`src/rtl/sonar_ranger.sv`:
```
// HC-SR04 style ultrasonic ranger: trigger pulse, echo timing, prescaled cm conversion, angle tagging.
// Optional SONAR_AVG_EN: report the running mean of the last four non-timeout results.
module sonar_ranger #(
  parameter int TRIG_CYCLES    = 270,
  parameter int TICKS_PER_CM   = 1566,
  parameter int MAX_CM         = 400,
  parameter int TIMEOUT_CYCLES = 675000,
  parameter int HOLDOFF_CYCLES = 1620000
) (
  input  logic       clk,
  input  logic       nrst,
  input  logic       start,
  input  logic [7:0] angle,
  input  logic       echo,
  output logic       trig,
  output logic       busy,
  output logic [8:0] dist_cm,
  output logic [7:0] dist_angle,
  output logic       valid,
  output logic       timeout
);

  localparam int CNT_MAX0 = (TRIG_CYCLES > TIMEOUT_CYCLES) ? TRIG_CYCLES : TIMEOUT_CYCLES;
  localparam int CNT_MAX  = (CNT_MAX0 > HOLDOFF_CYCLES) ? CNT_MAX0 : HOLDOFF_CYCLES;
  localparam int CW       = $clog2(CNT_MAX);
  localparam int PW       = $clog2(TICKS_PER_CM);

  typedef enum logic [2:0] {
    S_IDLE, S_TRIG, S_WAIT, S_MEAS, S_DONE, S_HOLD
  } state_t;

  state_t        state_q, state_d;
  logic [CW-1:0] cnt_q, cnt_d;
  logic [PW-1:0] psc_q, psc_d;
  logic [8:0]    cm_q, cm_d, cm_inc_s;
  logic [7:0]    angle_q, angle_d;
  logic [2:0]    echo_q;
  logic          echo_rise_s, echo_fall_s;
  logic          done_s, res_to_s;
  logic [8:0]    res_cm_s;
  logic          trig_q, trig_d, busy_q, busy_d, valid_q, valid_d, to_q, to_d;
  logic [8:0]    dist_q, dist_d;
  logic [7:0]    dang_q, dang_d;
`ifdef SONAR_AVG_EN
  logic [8:0]    hist_q [4];
  logic [8:0]    hist_d [4];
  logic [2:0]    nh_q, nh_d;
  logic [10:0]   sum_q, sum_d;
  logic [9:0]    pair_s;
  logic [8:0]    avg_s;
`endif

  // echo_q[1] is the synchronised echo, echo_q[2] its previous value for edge detection
  assign echo_rise_s = echo_q[1] & ~echo_q[2];
  assign echo_fall_s = ~echo_q[1] & echo_q[2];

  // FSM next state, counters and measurement result
  always_comb begin
    state_d  = state_q;
    cnt_d    = cnt_q + CW'(1);
    psc_d    = psc_q;
    cm_d     = cm_q;
    angle_d  = angle_q;
    done_s   = 1'b0;
    res_cm_s = 9'd0;
    res_to_s = 1'b0;
    cm_inc_s = (cm_q < 9'(MAX_CM)) ? cm_q + 9'd1 : cm_q;
    case (state_q)
      S_IDLE: begin
        cnt_d = '0;
        if (start) begin
          angle_d = angle;
          state_d = S_TRIG;
        end else begin
          state_d = S_IDLE;
        end
      end
      S_TRIG: begin
        if (cnt_q == CW'(TRIG_CYCLES - 1)) begin
          cnt_d   = '0;
          state_d = S_WAIT;
        end else begin
          state_d = S_TRIG;
        end
      end
      S_WAIT: begin
        if (echo_rise_s) begin
          cnt_d   = '0;
          psc_d   = '0;
          cm_d    = 9'd0;
          state_d = S_MEAS;
        end else if (cnt_q == CW'(TIMEOUT_CYCLES - 1)) begin
          res_cm_s = 9'(MAX_CM);
          res_to_s = 1'b1;
          done_s   = 1'b1;
          state_d  = S_DONE;
        end else begin
          state_d = S_WAIT;
        end
      end
      S_MEAS: begin
        if (psc_q == PW'(TICKS_PER_CM - 1)) begin
          psc_d = '0;
          cm_d  = cm_inc_s;
        end else begin
          psc_d = psc_q + PW'(1);
        end
        // This cycle's tick counts, and timeout/saturation outranks a coincident fall
        if ((cnt_q == CW'(TIMEOUT_CYCLES - 1)) || (cm_d == 9'(MAX_CM))) begin
          res_cm_s = 9'(MAX_CM);
          res_to_s = 1'b1;
          done_s   = 1'b1;
          state_d  = S_DONE;
        end else if (echo_fall_s) begin
          res_cm_s = cm_d;
          res_to_s = 1'b0;
          done_s   = 1'b1;
          state_d  = S_DONE;
        end else begin
          state_d = S_MEAS;
        end
      end
      S_DONE: begin
        cnt_d   = '0;
        state_d = S_HOLD;
      end
      S_HOLD: begin
        if (cnt_q == CW'(HOLDOFF_CYCLES - 1)) begin
          cnt_d   = '0;
          state_d = S_IDLE;
        end else begin
          state_d = S_HOLD;
        end
      end
      default: begin
        cnt_d   = '0;
        state_d = S_IDLE;
      end
    endcase
  end

  // Output registers, and the optional averaging history
  always_comb begin
    trig_d  = (state_d == S_TRIG);
    busy_d  = (state_d != S_IDLE);
    valid_d = done_s;
    dist_d  = dist_q;
    dang_d  = dang_q;
    to_d    = to_q;
`ifdef SONAR_AVG_EN
    hist_d = hist_q;
    nh_d   = nh_q;
    sum_d  = sum_q;
    pair_s = {1'b0, res_cm_s} + {1'b0, hist_q[0]};
    avg_s  = res_cm_s;
    if (done_s && !res_to_s) begin
      hist_d[0] = res_cm_s;
      hist_d[1] = hist_q[0];
      hist_d[2] = hist_q[1];
      hist_d[3] = hist_q[2];
      sum_d = sum_q + {2'b00, res_cm_s} - ((nh_q == 3'd4) ? {2'b00, hist_q[3]} : 11'd0);
      nh_d  = (nh_q == 3'd4) ? 3'd4 : nh_q + 3'd1;
      // Three samples use only the newest two so the divide stays a shift
      case (nh_d)
        3'd1:       avg_s = res_cm_s;
        3'd2, 3'd3: avg_s = 9'(pair_s >> 1);
        3'd4:       avg_s = 9'(sum_d >> 2);
        default:    avg_s = res_cm_s;
      endcase
    end else begin
      avg_s = res_cm_s;
    end
`endif
    if (done_s) begin
      dang_d = angle_q;
      to_d   = res_to_s;
`ifdef SONAR_AVG_EN
      dist_d = res_to_s ? 9'(MAX_CM) : avg_s;
`else
      dist_d = res_cm_s;
`endif
    end else begin
      dist_d = dist_q;
    end
  end

  // State, counters, echo synchroniser and output registers
  always_ff @(posedge clk or negedge nrst) begin
    if (!nrst) begin
      state_q <= S_IDLE;
      cnt_q   <= '0;
      psc_q   <= '0;
      cm_q    <= 9'd0;
      angle_q <= 8'd0;
      echo_q  <= 3'd0;
      trig_q  <= 1'b0;
      busy_q  <= 1'b0;
      valid_q <= 1'b0;
      to_q    <= 1'b0;
      dist_q  <= 9'd0;
      dang_q  <= 8'd0;
`ifdef SONAR_AVG_EN
      for (int i = 0; i < 4; i++) hist_q[i] <= 9'd0;
      nh_q  <= 3'd0;
      sum_q <= 11'd0;
`endif
    end else begin
      state_q <= state_d;
      cnt_q   <= cnt_d;
      psc_q   <= psc_d;
      cm_q    <= cm_d;
      angle_q <= angle_d;
      echo_q  <= {echo_q[1:0], echo};
      trig_q  <= trig_d;
      busy_q  <= busy_d;
      valid_q <= valid_d;
      to_q    <= to_d;
      dist_q  <= dist_d;
      dang_q  <= dang_d;
`ifdef SONAR_AVG_EN
      hist_q <= hist_d;
      nh_q   <= nh_d;
      sum_q  <= sum_d;
`endif
    end
  end

  assign trig       = trig_q;
  assign busy       = busy_q;
  assign valid      = valid_q;
  assign timeout    = to_q;
  assign dist_cm    = dist_q;
  assign dist_angle = dang_q;

endmodule

```
`config.mk`:
```
export PLATFORM = sky130hd
export DESIGN_NAME = sonar_ranger
export DESIGN_NICKNAME = d
export VERILOG_FILES = /design/src/rtl/sonar_ranger.sv
export SDC_FILE = /design/constraint.sdc
export NUM_CORES = 1
export LEC_CHECK = 0
export ABC_AREA = 1
export CORE_MARGIN = 4
export CORE_UTILIZATION = 50
export CTS_CLUSTER_DIAMETER = 30
export CTS_CLUSTER_SIZE = 24
export DETAILED_ROUTE_END_ITERATION = 10
export GPL_TIMING_DRIVEN = 0
export PLACE_DENSITY_LB_ADDON = 0.15
export SETUP_SLACK_MARGIN = 0.05
export SYNTH_ARGS = -nofsm -noshare
export SYNTH_HDL_FRONTEND = slang
export SYNTH_SLANG_ARGS = --single-unit
```
`constraint.sdc`:
```
create_clock -name clk -period 4 [get_ports clk]
set_input_delay 0.6 -clock clk [delete_from_list [all_inputs] [get_ports clk]]
set_output_delay 0.6 -clock clk [all_outputs]
set_load 0.02 [all_outputs]
```
==> results.tsv <==
stage	metric	value	unit
floorplan	# IOs	33	
place	Post-DP HPWL	6.71	mm
cts	CTS sink cnt	76	
floorplan	die area	9780	µm²
cells_and_area	storage element area	1900	µm²
global_routing	grt met1 use	25.3	%
critical_path	Max FO, Critical Path	10	
sta	Final setup viols	0	
floorplan	Die Ht	98.9	µm
routing	vias per cell	5.25	
critical_path	critical path arrival	2.67	ns
floorplan	die span in x	98.9	µm
sta	fmax	411	MHz
critical_path	nature of the critical path endpoint	flip-flop	
cts	htree depth	3	
global_routing	vias in the first global route	3520	
global_routing	met3 Usage GRT	5.73	%
cells_and_area	fillers	700	
routing	DR DRC count	0	
cts	cts hold-fix bufs	0	
yosys	synth warn	0	
run_status	status	finished clean	
cells_and_area	Multi-input gate area	1900	µm²
global_routing	first-pass GRT wire length	15.9	mm
critical_path	CP required	4.24	ns
critical_path	worst reg-to-reg path cell count	9	
critical_path	critical path depth	9	
routing	TritonRoute pass-1 iters	4	
cts	Root Driver	clkbuf_8	
cts	clock latency on the worst-skew pair	0.37	ns
critical_path	Top delay family on crit path	simple AND/OR/NAND/NOR gates	
place	Place WS	1.60	ns
cells_and_area	most common cell after layout, fill and taps aside	nand2_1	
power_and_ir_drop	leakage power	2.37	nW
sta	Hold Slack	0.161	ns
yosys	Synth area leaders	dfrtp_1, nand2_1, inv_1	
floorplan	Initial Util	52.4	%
sta	Worst slew margin	57.8	%
cells_and_area	n_diodes	0	
critical_path	delay of the slowest critical-path stage	0.41	ns
critical_path	worst path bufs/invs	2	
place	gp weighted congestion	0.916	
critical_path	CP max-delay cell	nand3_1	
yosys	Mapped Area	4130	µm²
critical_path	crit-path most repeated cell	nand2_1	
yosys	Synth Instances	521	
sta	fin. max-slew vios	0	
sta	Least-Margin Pin Slew	0.627	ns
sta	unrepaired setup endpoints after global routing	false	
cells_and_area	Design Area, Final	4820	µm²
critical_path	CP Launch Type	flip-flop	
place	Port Buf Inserts	32	
routing	DR iter-0 viols	147	
cts	postcts setup bufs	0	
global_routing	met2 Use GR	32.5	%
power_and_ir_drop	VDD IR-drop max	172	µV
yosys	post-synth top area share	46.0	%
critical_path	Worst R2R Start	cnt_q[0]$_DFF_PN0_	
routing	Vias	3525	
cts	Reg clk slew, reported paths	0.09	ns
cells_and_area	most frequent cells in the layout	nand2_1, dfrtp_1, inv_1, nor2_1, nand3_1	
cells_and_area	share of layout cells above drive strength 1	11.2	%
critical_path	crit-path cells	ha_1, nand2_1, nor2_1, nand2_1, o21ai_0, nand3_1, inv_1, buf_2, nor3_1	
cts	CTS tree	built	
cts	PostCTS Resize Cnt	0	
power_and_ir_drop	pwr dens	308	nW/µm²
cells_and_area	Post-Layout Cell Count	672	
floorplan	Core Area	7890	µm²
yosys	Synth Net Count	538	
cells_and_area	final net count	582	
global_routing	grt peak-use layer	met2	
global_routing	antenna violations before repair	0	
cts	CTS Buffer Depth	2	
critical_path	WS Path Type	flip-flop to flip-flop	
critical_path	worst r2r dst	cnt_q[5]$_DFF_PN0_	
yosys	sequential share of the synthesized area	46.0	%
critical_path	R2R Setup Slk	1.57	ns
global_routing	largest net degree at the start of global routing	45	
hold_path	Hold Crit Class	input pin to async pin	
sta	Clock Skew	0.0151	ns
sta	Worst Slack Setup Final	1.57	ns
run	Max-Cap Viols	0	
global_routing	GR Util All Layers	19.9	%
place	Placed Cells incl. Taps	656	
routing	Routed Antenna Nets	0	
yosys	Yosys cell types	38	
global_routing	GR Overflow Total	0	
sta	Fin. Hold Viols	0	
floorplan	row count	32	
yosys	post-synth top area cell	dfrtp_1	
sta	Final period util	60.8	%
cells_and_area	Area Growth Syn to Fin	16.8	%
sta	Min Clock Period, post-route	2.43	ns
routing	drt total wl	9.00	mm
yosys	Seq cells post-synth	76	
cts	CTS Buf Count	9	
place	Placed Area	4600	µm²
yosys	Avg Cell Area, Syn	7.93	µm²
routing	drt wl/cell	13.4	µm
==> area by class of cell <==
| type | count | share of cell area [%] |
|---|---|---|
| sequential | 76 | 39.4 |
| multi-input combinational | 359 | 39.3 |
| timing repair buffer | 33 | 7.00 |
| inverter | 80 | 6.22 |
| tap | 102 | 2.65 |
| clock buffer | 9 | 2.57 |
| clock inverter | 7 | 2.15 |
| buffer | 6 | 0.674 |
==> state kept, by name (all words and copies together) (netlist names) <==
name        count
angle_q         8
psc_q          11
valid           1
echo_q          3
cnt_q          21
busy            1
dist_angle      8
dist_cm         9
cm_q            9
trig            1
timeout         1
state_q         3
==> through the flow <==
step	TNS (ns)	util [%]	power (W)
finish	0	61.2	0.00149
global route	0	61.2	0.00155
CTS	0	61.2	0.00151
detailed placement	0	58.3	0.000818
global placement	-23.10	58.1	0.000816
floorplan	0	-	0.000789
==> report_power, final <==
part | internal, W | switching (W)
clock network | 0.000361 | 0.000323
registers | 0.000769 | 0.000000615
logic | 0.0000121 | 0.0000196
total | 0.00114 | 0.000343
==> cells in the mapped netlist (all sizes together) <==
cell type / count
nor3: 16
mux2: 8
a211oi: 1
nor2: 61
clkbuf: 2
buf: 4
o21ai: 27
a2bb2oi: 1
o221ai: 1
nor3b: 3
nand3: 54
nand2: 131
a31oi: 1
xnor2: 2
nor4: 8
inv: 80
dfrtp: 76
ha: 5
a21oi: 7
nand3b: 2
o22ai: 12
a21o: 1
a21boi: 1
or2: 1
xor2: 7
nand4: 9
==> routing by layer <==
metal  wire, µm  part of all wire (%)
met1       4210                    47
met2       4190                    47
met3        424                   4.7
met4        175                   1.9
met5          0                     0
==> cell families (layout without fill, tap and decap cells) <==
kind of cell	count (synthesis)	after routing	synth area share (%)
adder cells (fa/ha/maj)	5	5	1.51
flip-flops	76	76	46.0
AND/OR/NAND/NOR	285	285	33.2
XOR/XNOR	9	9	1.91
AO/OA/AOI/OAI	52	52	7.15
buffers and inverters	86	135	8.06
multiplexers	8	8	2.18
==> how the worst max path moves through the flow <==
stage                         startpoint                   to  slack [ns]
finish                cnt_q[0]$_DFF_PN0_   cnt_q[5]$_DFF_PN0_        1.57
CTS                   cnt_q[0]$_DFF_PN0_  cnt_q[20]$_DFF_PN0_        1.57
detailed placement    cnt_q[0]$_DFF_PN0_  cnt_q[20]$_DFF_PN0_        1.60
floorplan           psc_q[1]$_DFFE_PN0P_  timeout$_DFFE_PN0P_        2.03
global placement                    nrst   cnt_q[1]$_DFF_PN0_       -0.31
global route          cnt_q[0]$_DFF_PN0_   cnt_q[2]$_DFF_PN0_        1.36
No activity file was read; power rests on OpenSTA's default activity.
